[src/rtl/dram_cmd_sequencer.sv]
// dram_cmd_sequencer: host-side command sequencer for a bit-serial, 8-bank DRAM
// with a per-bank row buffer. It accepts word-wide read/write requests, splits
// them into per-column device accesses, and tracks the open row per bank so
// that read hits skip activation.
//
// Ports:
//   clk, rst          clock, synchronous active-high reset
//   req_valid/ready   request handshake (ready is high only while idle)
//   req_write         1 = write, 0 = read
//   req_bank/row      target bank and row
//   req_wdata         write word, bit c goes to column c
//   rsp_valid         one-cycle completion pulse for reads and writes
//   rsp_rdata         read word, valid with rsp_valid (held across writes)
//   dram_rw           1 = column write
//   dram_buff_rw      row-buffer load strobe
//   dram_bank_id/rowid/colid  device address
//   dram_wdata/_oe    split write data bus; oe mirrors dram_rw
//   dram_rdata        device read data, registered by the device
module dram_cmd_sequencer #(
  parameter int unsigned NUM_OF_BANKS = 8,
  parameter int unsigned NUM_OF_ROWS  = 128,
  parameter int unsigned NUM_OF_COLS  = 8,
  parameter int unsigned ACT_CYCLES   = 2
) (
  input  logic                            clk,
  input  logic                            rst,
  input  logic                            req_valid,
  output logic                            req_ready,
  input  logic                            req_write,
  input  logic [$clog2(NUM_OF_BANKS)-1:0] req_bank,
  input  logic [$clog2(NUM_OF_ROWS)-1:0]  req_row,
  input  logic [NUM_OF_COLS-1:0]          req_wdata,
  output logic                            rsp_valid,
  output logic [NUM_OF_COLS-1:0]          rsp_rdata,
  output logic                            dram_rw,
  output logic                            dram_buff_rw,
  output logic [$clog2(NUM_OF_BANKS)-1:0] dram_bank_id,
  output logic [$clog2(NUM_OF_ROWS)-1:0]  dram_rowid,
  output logic [$clog2(NUM_OF_COLS)-1:0]  dram_colid,
  output logic                            dram_wdata,
  output logic                            dram_wdata_oe,
  input  logic                            dram_rdata
);

  localparam int unsigned BANK_W = $clog2(NUM_OF_BANKS);
  localparam int unsigned ROW_W  = $clog2(NUM_OF_ROWS);
  localparam int unsigned COL_W  = $clog2(NUM_OF_COLS);
  localparam int unsigned ACT_W  = (ACT_CYCLES > 1) ? $clog2(ACT_CYCLES) : 1;

  typedef enum logic [2:0] {
    IDLE  = 3'd0,
    ACT   = 3'd1,
    WR    = 3'd2,
    RD    = 3'd3,
    DRAIN = 3'd4,
    RESP  = 3'd5
  } state_t;

  state_t                  state;
  logic [BANK_W-1:0]       lat_bank;
  logic [ROW_W-1:0]        lat_row;
  logic [NUM_OF_COLS-1:0]  lat_wdata;
  logic [ACT_W-1:0]        act_cnt;

  // Open-row table: one valid bit and one row number per bank.
  logic [NUM_OF_BANKS-1:0] open_vld;
  logic [ROW_W-1:0]        open_row [NUM_OF_BANKS];

  // Capture pipeline: the device returns column c one cycle after it is
  // addressed, so the column index is delayed by one cycle before use.
  logic                    cap_vld;
  logic [COL_W-1:0]        cap_col;

  // Sequencer FSM with registered outputs; dram_colid doubles as column counter.
  always_ff @(posedge clk) begin
    if (rst) begin
      state         <= IDLE;
      req_ready     <= 1'b0;
      rsp_valid     <= 1'b0;
      rsp_rdata     <= '0;
      dram_rw       <= 1'b0;
      dram_buff_rw  <= 1'b0;
      dram_bank_id  <= '0;
      dram_rowid    <= '0;
      dram_colid    <= '0;
      dram_wdata    <= 1'b0;
      dram_wdata_oe <= 1'b0;
      lat_bank      <= '0;
      lat_row       <= '0;
      lat_wdata     <= '0;
      act_cnt       <= '0;
      open_vld      <= '0;
      cap_vld       <= 1'b0;
      cap_col       <= '0;
      for (int b = 0; b < NUM_OF_BANKS; b++) begin
        open_row[b] <= '0;
      end
    end else begin
      rsp_valid <= 1'b0;
      cap_vld   <= 1'b0;
      if (cap_vld) begin
        rsp_rdata[cap_col] <= dram_rdata;
      end

      case (state)
        IDLE: begin
          req_ready     <= 1'b1;
          dram_rw       <= 1'b0;
          dram_wdata_oe <= 1'b0;
          dram_buff_rw  <= 1'b0;
          dram_colid    <= '0;
          if (req_valid && req_ready) begin
            req_ready    <= 1'b0;
            lat_bank     <= req_bank;
            lat_row      <= req_row;
            lat_wdata    <= req_wdata;
            dram_bank_id <= req_bank;
            dram_rowid   <= req_row;
            if (req_write) begin
              state         <= WR;
              dram_rw       <= 1'b1;
              dram_wdata_oe <= 1'b1;
              dram_wdata    <= req_wdata[0];
            end else if (open_vld[req_bank] && (open_row[req_bank] == req_row)) begin
              state <= RD;
            end else begin
              state        <= ACT;
              dram_buff_rw <= 1'b1;
              act_cnt      <= '0;
            end
          end
        end

        ACT: begin
          if (act_cnt == ACT_W'(ACT_CYCLES - 1)) begin
            dram_buff_rw       <= 1'b0;
            act_cnt            <= '0;
            open_vld[lat_bank] <= 1'b1;
            open_row[lat_bank] <= lat_row;
            dram_colid         <= '0;
            state              <= RD;
          end else begin
            act_cnt <= act_cnt + ACT_W'(1);
          end
        end

        RD: begin
          cap_vld <= 1'b1;
          cap_col <= dram_colid;
          if (dram_colid == COL_W'(NUM_OF_COLS - 1)) begin
            dram_colid <= '0;
            state      <= DRAIN;
          end else begin
            dram_colid <= dram_colid + COL_W'(1);
          end
        end

        // Last column lands in rsp_rdata on this edge via the capture pipeline.
        DRAIN: begin
          rsp_valid <= 1'b1;
          state     <= RESP;
        end

        WR: begin
          if (dram_colid == COL_W'(NUM_OF_COLS - 1)) begin
            dram_rw            <= 1'b0;
            dram_wdata_oe      <= 1'b0;
            dram_wdata         <= 1'b0;
            dram_colid         <= '0;
            // Device row buffer for this bank no longer matches the array.
            open_vld[lat_bank] <= 1'b0;
            rsp_valid          <= 1'b1;
            state              <= RESP;
          end else begin
            dram_colid <= dram_colid + COL_W'(1);
            dram_wdata <= lat_wdata[COL_W'(dram_colid + COL_W'(1))];
          end
        end

        RESP: begin
          req_ready <= 1'b1;
          state     <= IDLE;
        end

        default: begin
          state <= IDLE;
        end
      endcase
    end
  end

endmodule

[config.mk]
export PLATFORM = sky130hd
export DESIGN_NAME = dram_cmd_sequencer
export DESIGN_NICKNAME = d
export VERILOG_FILES = /design/src/rtl/dram_cmd_sequencer.sv
export SDC_FILE = /design/constraint.sdc
export NUM_CORES = 1
export LEC_CHECK = 0
export ABC_AREA = 1
export CAP_MARGIN = 15
export CORE_AREA = 2 2 104 106
export DETAILED_ROUTE_END_ITERATION = 10
export DIE_AREA = 0 0 106 108
export PLACE_DENSITY = 0.75
export SKIP_LAST_GASP = 1
export SYNTH_ARGS = -nofsm -noshare
export SYNTH_HDL_FRONTEND = slang
export SYNTH_SLANG_ARGS = --single-unit
export TNS_END_PERCENT = 10
[constraint.sdc]
create_clock -name clk -period 4.8 [get_ports clk]
set_input_delay 0.48 -clock clk [delete_from_list [all_inputs] [get_ports clk]]
set_output_delay 0.48 -clock clk [all_outputs]
set_load 0.1 [all_outputs]
==> flow_summary.json <==
{
  "diodes": 0,
  "cts_inserted_buffers": 9,
  "synth.largest_area_cell": "edfxtp_1",
  "synth_top_flop_cell": "edfxtp_1",
  "h-tree-depth": 3,
  "hold_path.class": "register to register",
  "drtAntennaViolNets": 0,
  "total_power_mw": 2.40,
  "fillers": 956,
  "avgViaCountPerCell": 5.29,
  "cpLargestDelayFamily": "buffers and inverters",
  "fmax_mhz": 376,
  "maxCapViolCount": 0,
  "cp_cell_sequence": "clkdlybuf4s50_1",
  "avgSynthCellArea_sq_um": 8.00,
  "max_stage_delay_ns": 1.22,
  "ys_ff_latch": 106,
  "drtIter0Drc": 273,
  "dieArea_sq_mm": 0.0114,
  "grt_overflow": 0,
  "place_congestion": 1.00,
  "worstPathArrival_ns": 2.18,
  "clockBufferDepth": 2,
  "fin_tns_setup_ns": 0,
  "end_kind": "output port",
  "drt_wl_total_microns": 12100,
  "grt_pass1_wl_microns": 19700,
  "synthArstFlopShare_pct": 0,
  "start_util_pct": 49.2,
  "cts.clk_slew.worst_paths_ns": 0.11,
  "postCtsHoldBufs": 0,
  "cp_slowest_cell": "clkdlybuf4s50_1",
  "syn_area_sq_mm": 0.00504,
  "grt_max_degree": 37,
  "fin_crit_sh_pct": 55.4,
  "p_leak_nw": 2.31,
  "routedWlPerCell_microns": 15.0,
  "synth_top_area_share_pct": 33.4,
  "fin_worst_skew_ns": 0.00967,
  "io_pins": 50,
  "ys_warn_count": 0,
  "holdWs_ns": 0.457,
  "powerDensity_mw_per_mm2": 418,
  "fp.dieW_microns": 106,
  "critPathKind": "register to output port",
  "worstPathMaxFanout": 11,
  "hold_viol": 0,
  "placed_cell_area_sq_mm": 0.00554,
  "clk_root_buffer_cell": "clkbuf_8",
  "yosysMostFrequentCell": "nand2_1",
  "cts.repair.resized": 0,
  "required_ns": 4.32,
  "yosys-top-cells-count": "128 x nand2_1, 90 x inv_1, 87 x nor2_1, 60 x nand3_1, 56 x edfxtp_1",
  "antenna_found_initial": 0,
  "crit_buf_inv": 1,
  "dp_hpwl_microns": 8630,
  "setup_viol": 0,
  "synth.distinct_cells": 29,
  "final_cells": 806,
  "area_growth_pct": 13.8,
  "core_region_area_sq_mm": 0.0102,
  "cts_setup_buffers": 0,
  "synthCells": 630,
  "cts.sinks": 106,
  "rsz0062_at_grt": "no",
  "multi_input_area_sq_mm": 0.00181,
  "synth_nets": 655,
  "yosysSeqAreaShare_pct": 53.2,
  "fin_area_sq_mm": 0.00574,
  "dieHeight_microns": 108,
  "relSlewSlack_pct": 34.0,
  "grtUsageTotal_pct": 22.2,
  "critPathLaunchType": "register",
  "grt_pass1_vias": 3994,
  "max-vdd-ir-drop_mv": 0.292,
  "tritoncts": "done",
  "drt_first_pass_iters": 6,
  "drc": 0,
  "regArea_sq_mm": 0.00268,
  "slew_violations": 0,
  "num_rows": 37,
  "worst_pin_slew_ns": 0.987,
  "min_period_ns": 2.66,
  "synth_edf_count": 56,
  "port_buffers": 49,
  "clock_latency_ns": 0.38,
  "status": "finished clean",
  "num_vias": 4263,
  "yosys-top-cells-area": "edfxtp_1 33%, dfxtp_1 20%, nand2_1 9.5%",
  "final_nets": 690,
  "layout-drive-gt1-share_pct": 4.63,
  "placedCellCount": 790
}
-- routing by layer --
layer  share of wire, %  global-route usage [%]
met1                 46                    30.6
met2                 46                    35.3
met3                5.9                    4.22
met4                2.2                    7.80
met5                  0                       0
-- through the flow --
stage | setup slack (ns) | util, %
finish | 2.14 | 56.1
global route | 1.90 | 56.1
CTS | 2.15 | 56.1
detailed placement | 2.05 | 54.2
global placement | 2.10 | 54.2
floorplan | 2.60 | -
-- placed cells by master (no fill, tap or decap), drive strengths merged --
cell type	Yosys	final
clkinv	3	7
nor3	3	3
nand3b	2	2
nor2	93	93
a31oi	1	1
o211ai	2	2
nand2	128	128
ha	2	2
o221ai	1	1
nand4	8	8
clkdlybuf4s50	0	49
a21oi	46	46
o2111ai	1	1
clkbuf	11	9
o21ai	43	43
edfxtp	56	56
a211oi	1	1
nand3	60	60
nor4	8	8
dfxtp	50	50
buf	17	3
inv	94	97
-- cells by family (layout without fill, tap and decap cells) --
family	after synthesis	after routing	synth area share, %
flops	106	106	53.2
fa+ha+maj	2	2	0.497
simple gates	302	302	25.5
compound gates	95	95	9.88
buf+inv	125	165	10.9
-- cell type report --
class | count | share of cell area (%)
Clock inverter | 7 | 1.24
Tap cell | 136 | 2.97
Timing Repair Buffer | 52 | 8.94
Inverter | 97 | 6.39
Clock buffer | 9 | 2.16
Multi-Input combinational cell | 399 | 31.5
Sequential cell | 106 | 46.8
-- path summary, 6_finish.rpt --
kind / startpoint / cells after the start / end / slack (ns)
setup / recovery: lat_bank[1] / 1 / dram_bank_id[1] / 2.14
hold / removal: lat_wdata[0] / 2 / lat_wdata[0] / 0.46
setup reg to reg: state[0] / 8 / lat_wdata[2] / 2.23
hold reg to reg: lat_wdata[0] / 2 / lat_wdata[0] / 0.46
-- where the power goes --
part | switching [mW] | internal, mW | leakage, nW
logic | 0.569 | 0.179 | 1.23
registers | 0.0720 | 1.03 | 0.984
clock network | 0.338 | 0.203 | 0.0991
-- state kept, by name, summed over array words and instances (netlist names), named ones only --
name and count:
act_cnt 1, cap_col 3, cap_vld 1, dram_buff_rw 1, dram_colid 3, dram_wdata 1, dram_wdata_oe 1, lat_bank 3
lat_row 7, lat_wdata 8, open_row 56, req_ready 1, rsp_rdata 8, rsp_valid 1, state 3
-- tightest hold or removal path, stage by stage (launching register included) --
cell,delay [ns]
dfxtp_1,0.31
inv_1,0.06
a21oi_1,0.05
Power figures use the tool's default switching activity.
